===== src/rtl/alu_mul_seq_pkg.sv =====
// Shared definitions for the shift-add multiply sequencer and its alu.
package alu_mul_seq_pkg;

  localparam int WIDTH = 16;

  typedef logic [WIDTH-1:0] word_t;

  localparam logic [3:0] ALU_ADD = 4'd0;
  localparam logic [3:0] ALU_SUB = 4'd1;
  localparam logic [3:0] ALU_XOR = 4'd2;
  localparam logic [3:0] ALU_AND = 4'd3;
  localparam logic [3:0] ALU_INC = 4'd4;
  localparam logic [3:0] ALU_DEC = 4'd5;
  localparam logic [3:0] ALU_SHL = 4'd6;
  localparam logic [3:0] ALU_SHR = 4'd7;
  localparam logic [3:0] ALU_SAR = 4'd8;

  localparam logic [2:0] ST_IDLE = 3'd0;
  localparam logic [2:0] ST_ADD  = 3'd1;
  localparam logic [2:0] ST_SHM  = 3'd2;
  localparam logic [2:0] ST_SHQ  = 3'd3;
  localparam logic [2:0] ST_DONE = 3'd4;

endpackage


===== src/rtl/alu_mul_seq_alu.sv =====
// Shared single-cycle 16-bit alu; shifts move by one bit and ignore operand b.
module alu_mul_seq_alu
  import alu_mul_seq_pkg::*;
(
  input  logic [WIDTH-1:0] a,
  input  logic [WIDTH-1:0] b,
  input  logic [3:0]       ctrl,
  output logic [WIDTH-1:0] y,
  output logic             zero
);

  // Operation decode; unused control codes yield zero.
  always_comb begin
    y = 16'h0000;
    case (ctrl)
      ALU_ADD: y = a + b;
      ALU_SUB: y = a - b;
      ALU_XOR: y = a ^ b;
      ALU_AND: y = a & b;
      ALU_INC: y = a + 16'd1;
      ALU_DEC: y = a - 16'd1;
      ALU_SHL: y = {a[WIDTH-2:0], 1'b0};
      ALU_SHR: y = {1'b0, a[WIDTH-1:1]};
      ALU_SAR: y = {a[WIDTH-1], a[WIDTH-1:1]};
      default: y = 16'h0000;
    endcase
  end

  assign zero = (y == 16'h0000);

endmodule


===== src/rtl/alu_mul_seq.sv =====
// Shift-add 16x16 multiplier (low half) that borrows the shared alu while busy
// and otherwise hands the alu straight through to the external datapath.
module alu_mul_seq
  import alu_mul_seq_pkg::*;
#(
  parameter int EARLY_EXIT = 1
) (
  input  logic             clk,
  input  logic             rst_n,
  input  logic             start,
  input  logic [WIDTH-1:0] op_a,
  input  logic [WIDTH-1:0] op_b,
  output logic             busy,
  output logic             done,
  output logic [WIDTH-1:0] product,
  output logic             prod_zero,
  input  logic [WIDTH-1:0] ext_a,
  input  logic [WIDTH-1:0] ext_b,
  input  logic [3:0]       ext_ctrl,
  output logic [WIDTH-1:0] ext_y,
  output logic             ext_grant
);

  localparam bit EE_ON = (EARLY_EXIT != 32'sd0);

  logic [2:0]       state_r;
  logic [2:0]       state_nxt_s;
  logic             busy_r;
  logic             done_r;
  word_t            m_r;
  word_t            q_r;
  word_t            p_r;
  logic [3:0]       cnt_r;
  word_t            product_r;
  logic             prod_zero_r;
  word_t            alu_a_s;
  word_t            alu_b_s;
  logic [3:0]       alu_ctrl_s;
  word_t            alu_y_s;
  logic             alu_zero_s;

  alu_mul_seq_alu u_alu (
    .a    (alu_a_s),
    .b    (alu_b_s),
    .ctrl (alu_ctrl_s),
    .y    (alu_y_s),
    .zero (alu_zero_s)
  );

  // Alu operand mux: the sequencer owns the alu in its working states only.
  always_comb begin
    alu_a_s    = ext_a;
    alu_b_s    = ext_b;
    alu_ctrl_s = ext_ctrl;
    case (state_r)
      ST_ADD: begin
        alu_a_s    = p_r;
        alu_b_s    = m_r;
        alu_ctrl_s = ALU_ADD;
      end
      ST_SHM: begin
        alu_a_s    = m_r;
        alu_b_s    = 16'h0000;
        alu_ctrl_s = ALU_SHL;
      end
      ST_SHQ: begin
        alu_a_s    = q_r;
        alu_b_s    = 16'h0000;
        alu_ctrl_s = ALU_SHR;
      end
      default: begin
        alu_a_s    = ext_a;
        alu_b_s    = ext_b;
        alu_ctrl_s = ext_ctrl;
      end
    endcase
  end

  // Next-state logic; the shifted multiplier reaching zero ends the loop early.
  always_comb begin
    state_nxt_s = ST_IDLE;
    case (state_r)
      ST_IDLE: begin
        if (start) state_nxt_s = ST_ADD;
        else       state_nxt_s = ST_IDLE;
      end
      ST_ADD: state_nxt_s = ST_SHM;
      ST_SHM: state_nxt_s = ST_SHQ;
      ST_SHQ: begin
        if ((cnt_r == 4'd15) || (EE_ON && alu_zero_s)) state_nxt_s = ST_DONE;
        else                                          state_nxt_s = ST_ADD;
      end
      ST_DONE: state_nxt_s = ST_IDLE;
      default: state_nxt_s = ST_IDLE;
    endcase
  end

  // State, datapath registers and registered status outputs.
  always_ff @(posedge clk or negedge rst_n) begin
    if (!rst_n) begin
      state_r     <= ST_IDLE;
      busy_r      <= 1'b0;
      done_r      <= 1'b0;
      m_r         <= 16'h0000;
      q_r         <= 16'h0000;
      p_r         <= 16'h0000;
      cnt_r       <= 4'd0;
      product_r   <= 16'h0000;
      prod_zero_r <= 1'b1;
    end else begin
      state_r <= state_nxt_s;
      busy_r  <= (state_nxt_s == ST_ADD) || (state_nxt_s == ST_SHM) ||
                 (state_nxt_s == ST_SHQ);
      done_r  <= (state_nxt_s == ST_DONE);
      case (state_r)
        ST_IDLE: begin
          if (start) begin
            m_r   <= op_a;
            q_r   <= op_b;
            p_r   <= 16'h0000;
            cnt_r <= 4'd0;
          end
        end
        ST_ADD: begin
          if (q_r[0]) p_r <= alu_y_s;
        end
        ST_SHM: m_r <= alu_y_s;
        ST_SHQ: begin
          q_r <= alu_y_s;
          if (state_nxt_s == ST_ADD) cnt_r <= cnt_r + 4'd1;
        end
        ST_DONE: begin
          product_r   <= p_r;
          prod_zero_r <= (p_r == 16'h0000);
        end
        default: ;
      endcase
    end
  end

  assign busy      = busy_r;
  assign done      = done_r;
  assign product   = product_r;
  assign prod_zero = prod_zero_r;
  assign ext_y     = alu_y_s;
  assign ext_grant = ~busy_r;

endmodule

===== config.mk =====
export PLATFORM = sky130hd
export DESIGN_NAME = alu_mul_seq
export DESIGN_NICKNAME = d
export VERILOG_FILES = /design/src/rtl/alu_mul_seq_pkg.sv /design/src/rtl/alu_mul_seq_alu.sv /design/src/rtl/alu_mul_seq.sv
export SDC_FILE = /design/constraint.sdc
export NUM_CORES = 1
export LEC_CHECK = 0
export BUFFER_PORTS_ARGS = -buffer_cell sky130_fd_sc_hd__clkbuf_2
export CAP_MARGIN = 10
export CORE_UTILIZATION = 37
export DETAILED_ROUTE_END_ITERATION = 10
export PLACE_DENSITY_LB_ADDON = 0.15
export REMOVE_ABC_BUFFERS = 1
export SLEW_MARGIN = 20
export SYNTH_ARGS = -nofsm -noshare
export SYNTH_HDL_FRONTEND = slang
export SYNTH_HIERARCHICAL = 1
export SYNTH_SLANG_ARGS = --single-unit

===== constraint.sdc =====
create_clock -name clk -period 10.8 [get_ports clk]
set_input_delay 0.54 -clock clk [delete_from_list [all_inputs] [get_ports clk]]
set_output_delay 0.54 -clock clk [all_outputs]
set_load 0.005 [all_outputs]

* Yosys cells after proc, flatten, opt, wreduce, memory -nomap -nowiden
Index checks and enable logic that the tools add are counted.
** Storage, ports and cells
- Output and inout bits :: 36
- Bits in registers :: 74
- Word-level logic and storage cells :: 69
** Operators by class
- Reduce and logical (&&, ||, !) cells :: 15
- Bitwise operators :: 3
- Add/sub/neg operators :: 5
- Eq/ne operators :: 20
- Multiplexer cells :: 17
** Operators by type and width (number)
- 16-bit case mux with 9 select lines :: 1
- 16-bit case mux with 2 select lines :: 4
- 16-bit 2-to-1 mux :: 4
- 16-bit case mux with 3 select lines :: 1
- 16-bit zero test :: 2
- 16-bit by 1-bit adder with 16-bit output, second input constant :: 1
- 16-bit adder :: 1
- 16-bit bitwise AND :: 1
- 4-bit by 3-bit == test with 1-bit output, second input constant :: 4
- 16-bit by 1-bit subtractor with 16-bit output, second input constant :: 1
- 16-bit subtractor :: 1
- 16-bit XOR :: 1
- 3-bit by 2-bit == test with 1-bit output, second input constant :: 4
- 3-bit case mux with 4 select lines :: 1
- 4-bit case mux with 3 select lines :: 1
- 4-bit by 2-bit == test with 1-bit output, second input constant :: 2
- 4-bit == test, second input constant :: 2
- 4-bit 2-to-1 mux :: 2
- 4-bit case mux with 2 select lines :: 1
- 3-bit by 1-bit == test with 1-bit output, second input constant :: 2
- 3-bit == test, second input constant :: 2
- 2-bit inequality test, second input constant :: 3
- 3-bit AND reduction :: 2
- 2-bit nonzero test :: 3
- 10 further kinds :: 13

* Longest topological paths before layout
- Depth after elaboration :: 12
- Mapped depth :: 27
- Depth with buffers taken out :: 23

* Modules after synthesis
Netlist, hierarchy kept.
** By module, submodules not included
- alu_mul_seq :: cells an instance 433, instances 1, area an instance 4068.9 um2
- alu_mul_seq_alu :: cells an instance 334, instances 1, area an instance 2298.5 um2

* Worst setup path after synthesis
No wires, ideal clock.
- Path type :: register to register
- From :: reg state_r[1]
- To :: reg cnt_r[3]
- Arrival time :: 5.483 ns
- Cell stages (with the launch flop) :: 27
- Path slack :: 5.240 ns
- Clock period less this slack :: 5.560 ns
- Path buffers :: 7
- Cells stage by stage :: dfrtp_1 buf_6 clkbuf_1 o21bai_2 buf_2 nand2_1 nand2_1 buf_2 nor2b_1 clkbuf_1 buf_4 clkbuf_1 nand2_1 a21oi_1 a21oi_1 ha_1 a21o_1 a21oi_1 a21oi_1 or2_2 a211oi_1 xor2_1 o21ai_0 nor4_2 a31o_2 or4_1 a21oi_1
** On the way
- Elaborated cells between the ends (all ways) :: 34
** RTL lines
- start, declared :: line alu_mul_seq.sv:26 : logic [2:0] state_r;
- start signal, assigned :: line alu_mul_seq.sv:111 : state_r <= state_nxt_s;
- 3-bit by 2-bit == test with 1-bit output or 3-bit by 1-bit == test with 1-bit output (tied branches) :: line alu_mul_seq.sv:55 : case (state_r)
- 4-bit case mux with 3 select lines (*) :: line alu_mul_seq.sv:55
- named net alu_ctrl_s[0] :: line alu_mul_seq.sv:38 : logic [3:0] alu_ctrl_s;
- 4-bit == test, or another cell as far along :: line alu_mul_seq_alu.sv:15 : case (ctrl)
- 16-bit case mux with 9 select lines (*) :: line alu_mul_seq_alu.sv:15
- named net ext_y[14] :: line alu_mul_seq.sv:20 : output logic [WIDTH-1:0] ext_y,
- 16-bit zero test (*) :: line alu_mul_seq_alu.sv:29 : assign zero = (y == 16'h0000);
- named net alu_zero_s :: line alu_mul_seq.sv:40 : logic alu_zero_s;
- 1-bit logical OR (*) :: line alu_mul_seq.sv:90 : if ((cnt_r == 4'd15) || (EE_ON && alu_zero_s)) state_nxt_s = ST_DONE;
- 3-bit 2-to-1 mux (*) :: line alu_mul_seq.sv:90
- 3-bit case mux with 4 select lines (*) :: line alu_mul_seq.sv:82 : case (state_r)
- 3-bit by 1-bit == test with 1-bit output (*) :: line alu_mul_seq.sv:130 : if (state_nxt_s == ST_ADD) cnt_r <= cnt_r + 4'd1;
- 2-bit inequality test (no source line) (*)
- 3-bit AND reduction (no source line) (*)
- end signal, assigned :: line alu_mul_seq.sv:130
- end, declared :: line alu_mul_seq.sv:33 : logic [3:0] cnt_r;
The timed path passes the listed nets; every way through them passes the cells marked *.
A chain may end at the register's enable or synchronous reset.

* Final worst setup path
- From :: reg state_r[1]
- To :: reg cnt_r[3]
** On the way
- Elaborated cells between the ends (all ways) :: 34
** RTL lines (line)
- 3-bit by 2-bit == test with 1-bit output or 3-bit by 1-bit == test with 1-bit output (tied branches) :: alu_mul_seq.sv:55
- 4-bit case mux with 3 select lines (*) :: alu_mul_seq.sv:55
- named net alu_ctrl_s[3] :: alu_mul_seq.sv:38
- 4-bit == test, or another cell as far along :: alu_mul_seq_alu.sv:15
- 16-bit case mux with 9 select lines (*) :: alu_mul_seq_alu.sv:15
- 16-bit zero test (*) :: alu_mul_seq_alu.sv:29
- named net alu_zero_s :: alu_mul_seq.sv:40
- 1-bit logical OR (*) :: alu_mul_seq.sv:90
- 3-bit 2-to-1 mux (*) :: alu_mul_seq.sv:90
- 3-bit case mux with 4 select lines (*) :: alu_mul_seq.sv:82
- 3-bit by 1-bit == test with 1-bit output (*) :: alu_mul_seq.sv:130
- 2-bit inequality test (no source line) (*)
- 3-bit AND reduction (no source line) (*)
Marked as above.

==> impl_metrics.xml <==
<?xml version="1.0" encoding="UTF-8"?>
<metrics>
  <group name="clocking">
    <metric name="tritoncts.num_buffers" unit="">9</metric>
    <metric name="clk_root_buffer_cell" unit="">sky130_fd_sc_hd__clkbuf_16</metric>
    <metric name="post_cts_hold_buffer_count" unit="">0</metric>
    <metric name="htree_levels" unit="">3</metric>
    <metric name="cts_setup_buffers" unit="">0</metric>
    <metric name="post_cts_resized" unit="">0</metric>
    <metric name="clk_pin_slew" unit="ns">0.06</metric>
    <metric name="cts.sinks" unit="">74</metric>
    <metric name="tritoncts" unit="">yes</metric>
    <metric name="worst_skew_pair.late_latency" unit="ns">0.33</metric>
    <metric name="ctsLongestPathBuffers" unit="">2</metric>
  </group>
  <group name="critical_path">
    <metric name="crit_top_cell" unit="">sky130_fd_sc_hd__a21oi_1</metric>
    <metric name="critical_path.slowest_cell" unit="">sky130_fd_sc_hd__dfrtp_1</metric>
    <metric name="ordered_list_of_cells_on_the_worst_path" unit="">o21bai_2 &gt; and2_1 &gt; nor2_1 &gt; nand2_1 &gt; a21oi_1 &gt; ha_1 &gt; a21o_1 &gt; a21oi_1 &gt; a21oi_1 &gt; or2_2 &gt; a211oi_1 &gt; xor2_1 &gt; o21ai_0 &gt; nor4_2 &gt; a31o_2 &gt; or4_1 &gt; a21oi_1</metric>
    <metric name="worst_ep_required_time" unit="ns">11.06</metric>
    <metric name="critPathLaunchType" unit="">flop</metric>
    <metric name="number_of_buffer_and_inverter_stages_on_the_critical_path" unit="">0</metric>
    <metric name="crit_family" unit="">compound AO/OA/AOI/OAI gates</metric>
    <metric name="worstSetupEndpointType" unit="">flop</metric>
    <metric name="criticalPathCategory" unit="">reg2reg</metric>
    <metric name="crit_path_max_incr_delay" unit="ns">1.01</metric>
    <metric name="crit_fanout" unit="">28</metric>
    <metric name="worstPathArrival" unit="ns">7.33</metric>
  </group>
  <group name="sta">
    <metric name="timing_hold_violations_final" unit="">0</metric>
    <metric name="clock.fmax" unit="GHz">0.141</metric>
    <metric name="setup_viol" unit="">0</metric>
    <metric name="slew_headroom" unit="%">26.9</metric>
    <metric name="tightestPinTransition" unit="ns">1.09</metric>
    <metric name="fin_worst_skew" unit="ns">0.0102</metric>
    <metric name="period_needed" unit="ns">7.07</metric>
    <metric name="final.setup.worst_slack" unit="ns">3.73</metric>
    <metric name="totalNegativeSetupSlack" unit="ns">0</metric>
    <metric name="min_period_over_period" unit="%">65.4</metric>
    <metric name="rsz0062_at_grt" unit="">false</metric>
    <metric name="report.final.slew_viol_count" unit="">0</metric>
  </group>
  <group name="yosys">
    <metric name="synth_enable_flop_cells" unit="">0</metric>
    <metric name="synthDominantAreaCellType" unit="">sky130_fd_sc_hd__dfrtp_1</metric>
    <metric name="ys.warnings.count" unit="">6</metric>
    <metric name="postSynthAreaPerCell" unit="sq um">8.30</metric>
    <metric name="syn-cell-area" unit="sq um">6370</metric>
    <metric name="postSynth.asyncResetShare" unit="%">100</metric>
    <metric name="ys_seq_elements" unit="">74</metric>
    <metric name="postSynth.topFlopCell" unit="">sky130_fd_sc_hd__dfrtp_1</metric>
    <metric name="synth.top_cells.by_area" unit="">sky130_fd_sc_hd__dfrtp_1, sky130_fd_sc_hd__ha_1, sky130_fd_sc_hd__a21oi_1</metric>
    <metric name="synthDistinctLibCells" unit="">77</metric>
    <metric name="yosysSeqAreaShare" unit="%">29.1</metric>
    <metric name="yosys.area.top_type_share" unit="%">28.7</metric>
    <metric name="synthesis.instances" unit="">767</metric>
  </group>
  <group name="placement">
    <metric name="gp_congestion" unit="">0.899</metric>
    <metric name="detailed_place_hpwl" unit="microns">15700</metric>
    <metric name="post_dp_cell_area" unit="sq um">6950</metric>
    <metric name="port_buffers" unit="">106</metric>
    <metric name="place.detailed.instances" unit="">1048</metric>
    <metric name="place_ws" unit="ns">3.93</metric>
  </group>
  <group name="final_layout">
    <metric name="final_cells" unit="">1064</metric>
    <metric name="area_growth_from_synthesis_to_final_layout" unit="%">13.4</metric>
    <metric name="final_nets" unit="">945</metric>
    <metric name="insertedDiodeCount" unit="">0</metric>
    <metric name="layout.cell_area.non_filler" unit="sq um">7220</metric>
    <metric name="commonest_non_fill_non_tap_cells_in_the_layout" unit="">sky130_fd_sc_hd__clkbuf_2, sky130_fd_sc_hd__a21oi_1, sky130_fd_sc_hd__dfrtp_1</metric>
    <metric name="post_route_cells_drive_above_1_share" unit="%">22.3</metric>
    <metric name="final_common_cell" unit="">sky130_fd_sc_hd__clkbuf_2</metric>
  </group>
  <group name="floorplan">
    <metric name="die_x" unit="microns">133</metric>
    <metric name="die_y" unit="microns">133</metric>
    <metric name="placement_rows" unit="">47</metric>
    <metric name="core_area" unit="sq um">16700</metric>
    <metric name="initial_standard_cell_utilization_of_the_core" unit="%">38.1</metric>
    <metric name="die-area" unit="sq um">17700</metric>
    <metric name="io-pin-count" unit="">107</metric>
  </group>
  <group name="detailed_routing">
    <metric name="drcViolationCount" unit="">0</metric>
    <metric name="initialDrtViolationCount" unit="">547</metric>
    <metric name="first_pass_iters" unit="">5</metric>
    <metric name="antenna_violating_nets_post_route" unit="">0</metric>
    <metric name="routedWlPerCell" unit="microns">20.4</metric>
    <metric name="wl" unit="microns">21700</metric>
    <metric name="detailroute.via_count" unit="">6308</metric>
    <metric name="via_per_inst" unit="">5.93</metric>
  </group>
  <group name="flow_run">
    <metric name="drv_cap" unit="">0</metric>
  </group>
  <group name="grt">
    <metric name="grt_antenna_before_repair" unit="">0</metric>
    <metric name="grt_max_degree" unit="">75</metric>
    <metric name="gr-usage-all-layers" unit="%">24.6</metric>
    <metric name="globalRoute.totalOverflow" unit="">0</metric>
    <metric name="grt_pass1_wl" unit="microns">33900</metric>
    <metric name="first_global_vias" unit="">6084</metric>
  </group>
  <group name="worst_hold_path">
    <metric name="classification_of_the_worst_slack_hold_path" unit="">in2async</metric>
  </group>
  <group name="status">
    <metric name="status" unit="">finished, final reports clean</metric>
  </group>
</metrics>
[path summary, 6_finish.rpt]
| check | end | cells past startpoint | startpoint | slack (ns) |
|---|---|---|---|---|
| worst max-delay path | cnt_r[3] | 17 | state_r[1] | 3.73 |
| worst min-delay path | m_r[1] | 1 | rst_n | 0.34 |
| worst max register to register | cnt_r[3] | 17 | state_r[1] | 3.73 |
| worst min register to register | prod_zero | 2 | prod_zero | 0.46 |
| max in group asynchronous | state_r[0] | 1 | rst_n | 9.73 |
| min in group clk | m_r[0] | 3 | op_a[0] | 0.44 |
[sequential cells by signal, indices dropped and copies added (netlist names)]
name and count:
busy 1, cnt_r 4, done 1, m_r 16
p_r 16, prod_zero 1, product 16, q_r 16
state_r 3
[layout make-up]
cell class	instances	area, sq um
fillers	1693	9480
inverters	46	173
well taps	220	275
clock inverters	2	16.3
flip-flops and latches	74	1850
clock buffers	14	254
repair buffers	119	631
multi-input cells	589	4020
[logic make-up after synthesis]
logic type               after synthesis  synth area share, %
AO/OA/AOI/OAI                        253                 25.1
buffers and inverters                104                 7.88
XOR/XNOR                              19                 2.61
flip-flops                            74                 29.1
AND/OR/NAND/NOR                      233                 19.6
multiplexers                          49                 8.72
adder cells (fa/ha/maj)               35                 7.00
[worst register-to-register path, stage by stage (launching register included)]
cell and delay, ns:
sky130_fd_sc_hd__dfrtp_1 1.01, sky130_fd_sc_hd__o21bai_2 0.49, sky130_fd_sc_hd__and2_1 0.45, sky130_fd_sc_hd__nor2_1 0.74
sky130_fd_sc_hd__nand2_1 0.56, sky130_fd_sc_hd__a21oi_1 0.29, sky130_fd_sc_hd__ha_1 0.31, sky130_fd_sc_hd__a21o_1 0.20
sky130_fd_sc_hd__a21oi_1 0.29, sky130_fd_sc_hd__a21oi_1 0.16, sky130_fd_sc_hd__or2_2 0.36, sky130_fd_sc_hd__a211oi_1 0.27
sky130_fd_sc_hd__xor2_1 0.10, sky130_fd_sc_hd__o21ai_0 0.70, sky130_fd_sc_hd__nor4_2 0.14, sky130_fd_sc_hd__a31o_2 0.30
sky130_fd_sc_hd__or4_1 0.47, sky130_fd_sc_hd__a21oi_1 0.15
[stage by stage]
step           hold slack (ns)  utilization [%]
5_1_grt                  0.400             43.2
6_report                 0.335             43.2
4_1_cts                  0.393             43.2
3_5_place_dp             0.454             41.6
2_1_floorplan            0.244                -
3_3_place_gp             0.454             41.6
[cells in the mapped netlist, types with 20 or more instances]
cell                       count
sky130_fd_sc_hd__a21oi_1      75
sky130_fd_sc_hd__a22oi_1      20
sky130_fd_sc_hd__a31oi_1      25
sky130_fd_sc_hd__clkbuf_1     23
sky130_fd_sc_hd__dfrtp_1      73
sky130_fd_sc_hd__ha_1         34
sky130_fd_sc_hd__inv_1        46
sky130_fd_sc_hd__mux2_2       32
sky130_fd_sc_hd__nand2_1      71
sky130_fd_sc_hd__nand4_1      23
sky130_fd_sc_hd__nor2_1       39
sky130_fd_sc_hd__nor2b_1      28
sky130_fd_sc_hd__o21ai_0      54
[metal layers]
layer,GRT usage (%),wire length (microns),vias to the layer above,part of all wire [%]
met1,35.3,10100,3083,47
li1,-,-,2953,-
met5,0,0,-,0
met3,4.03,1360,31,6.3
met4,8.52,500,0,2.3
met2,37.1,9730,241,45
Power is not shown: default switching activity piles up to over one toggle a cycle in this logic, so the estimate is an artifact.
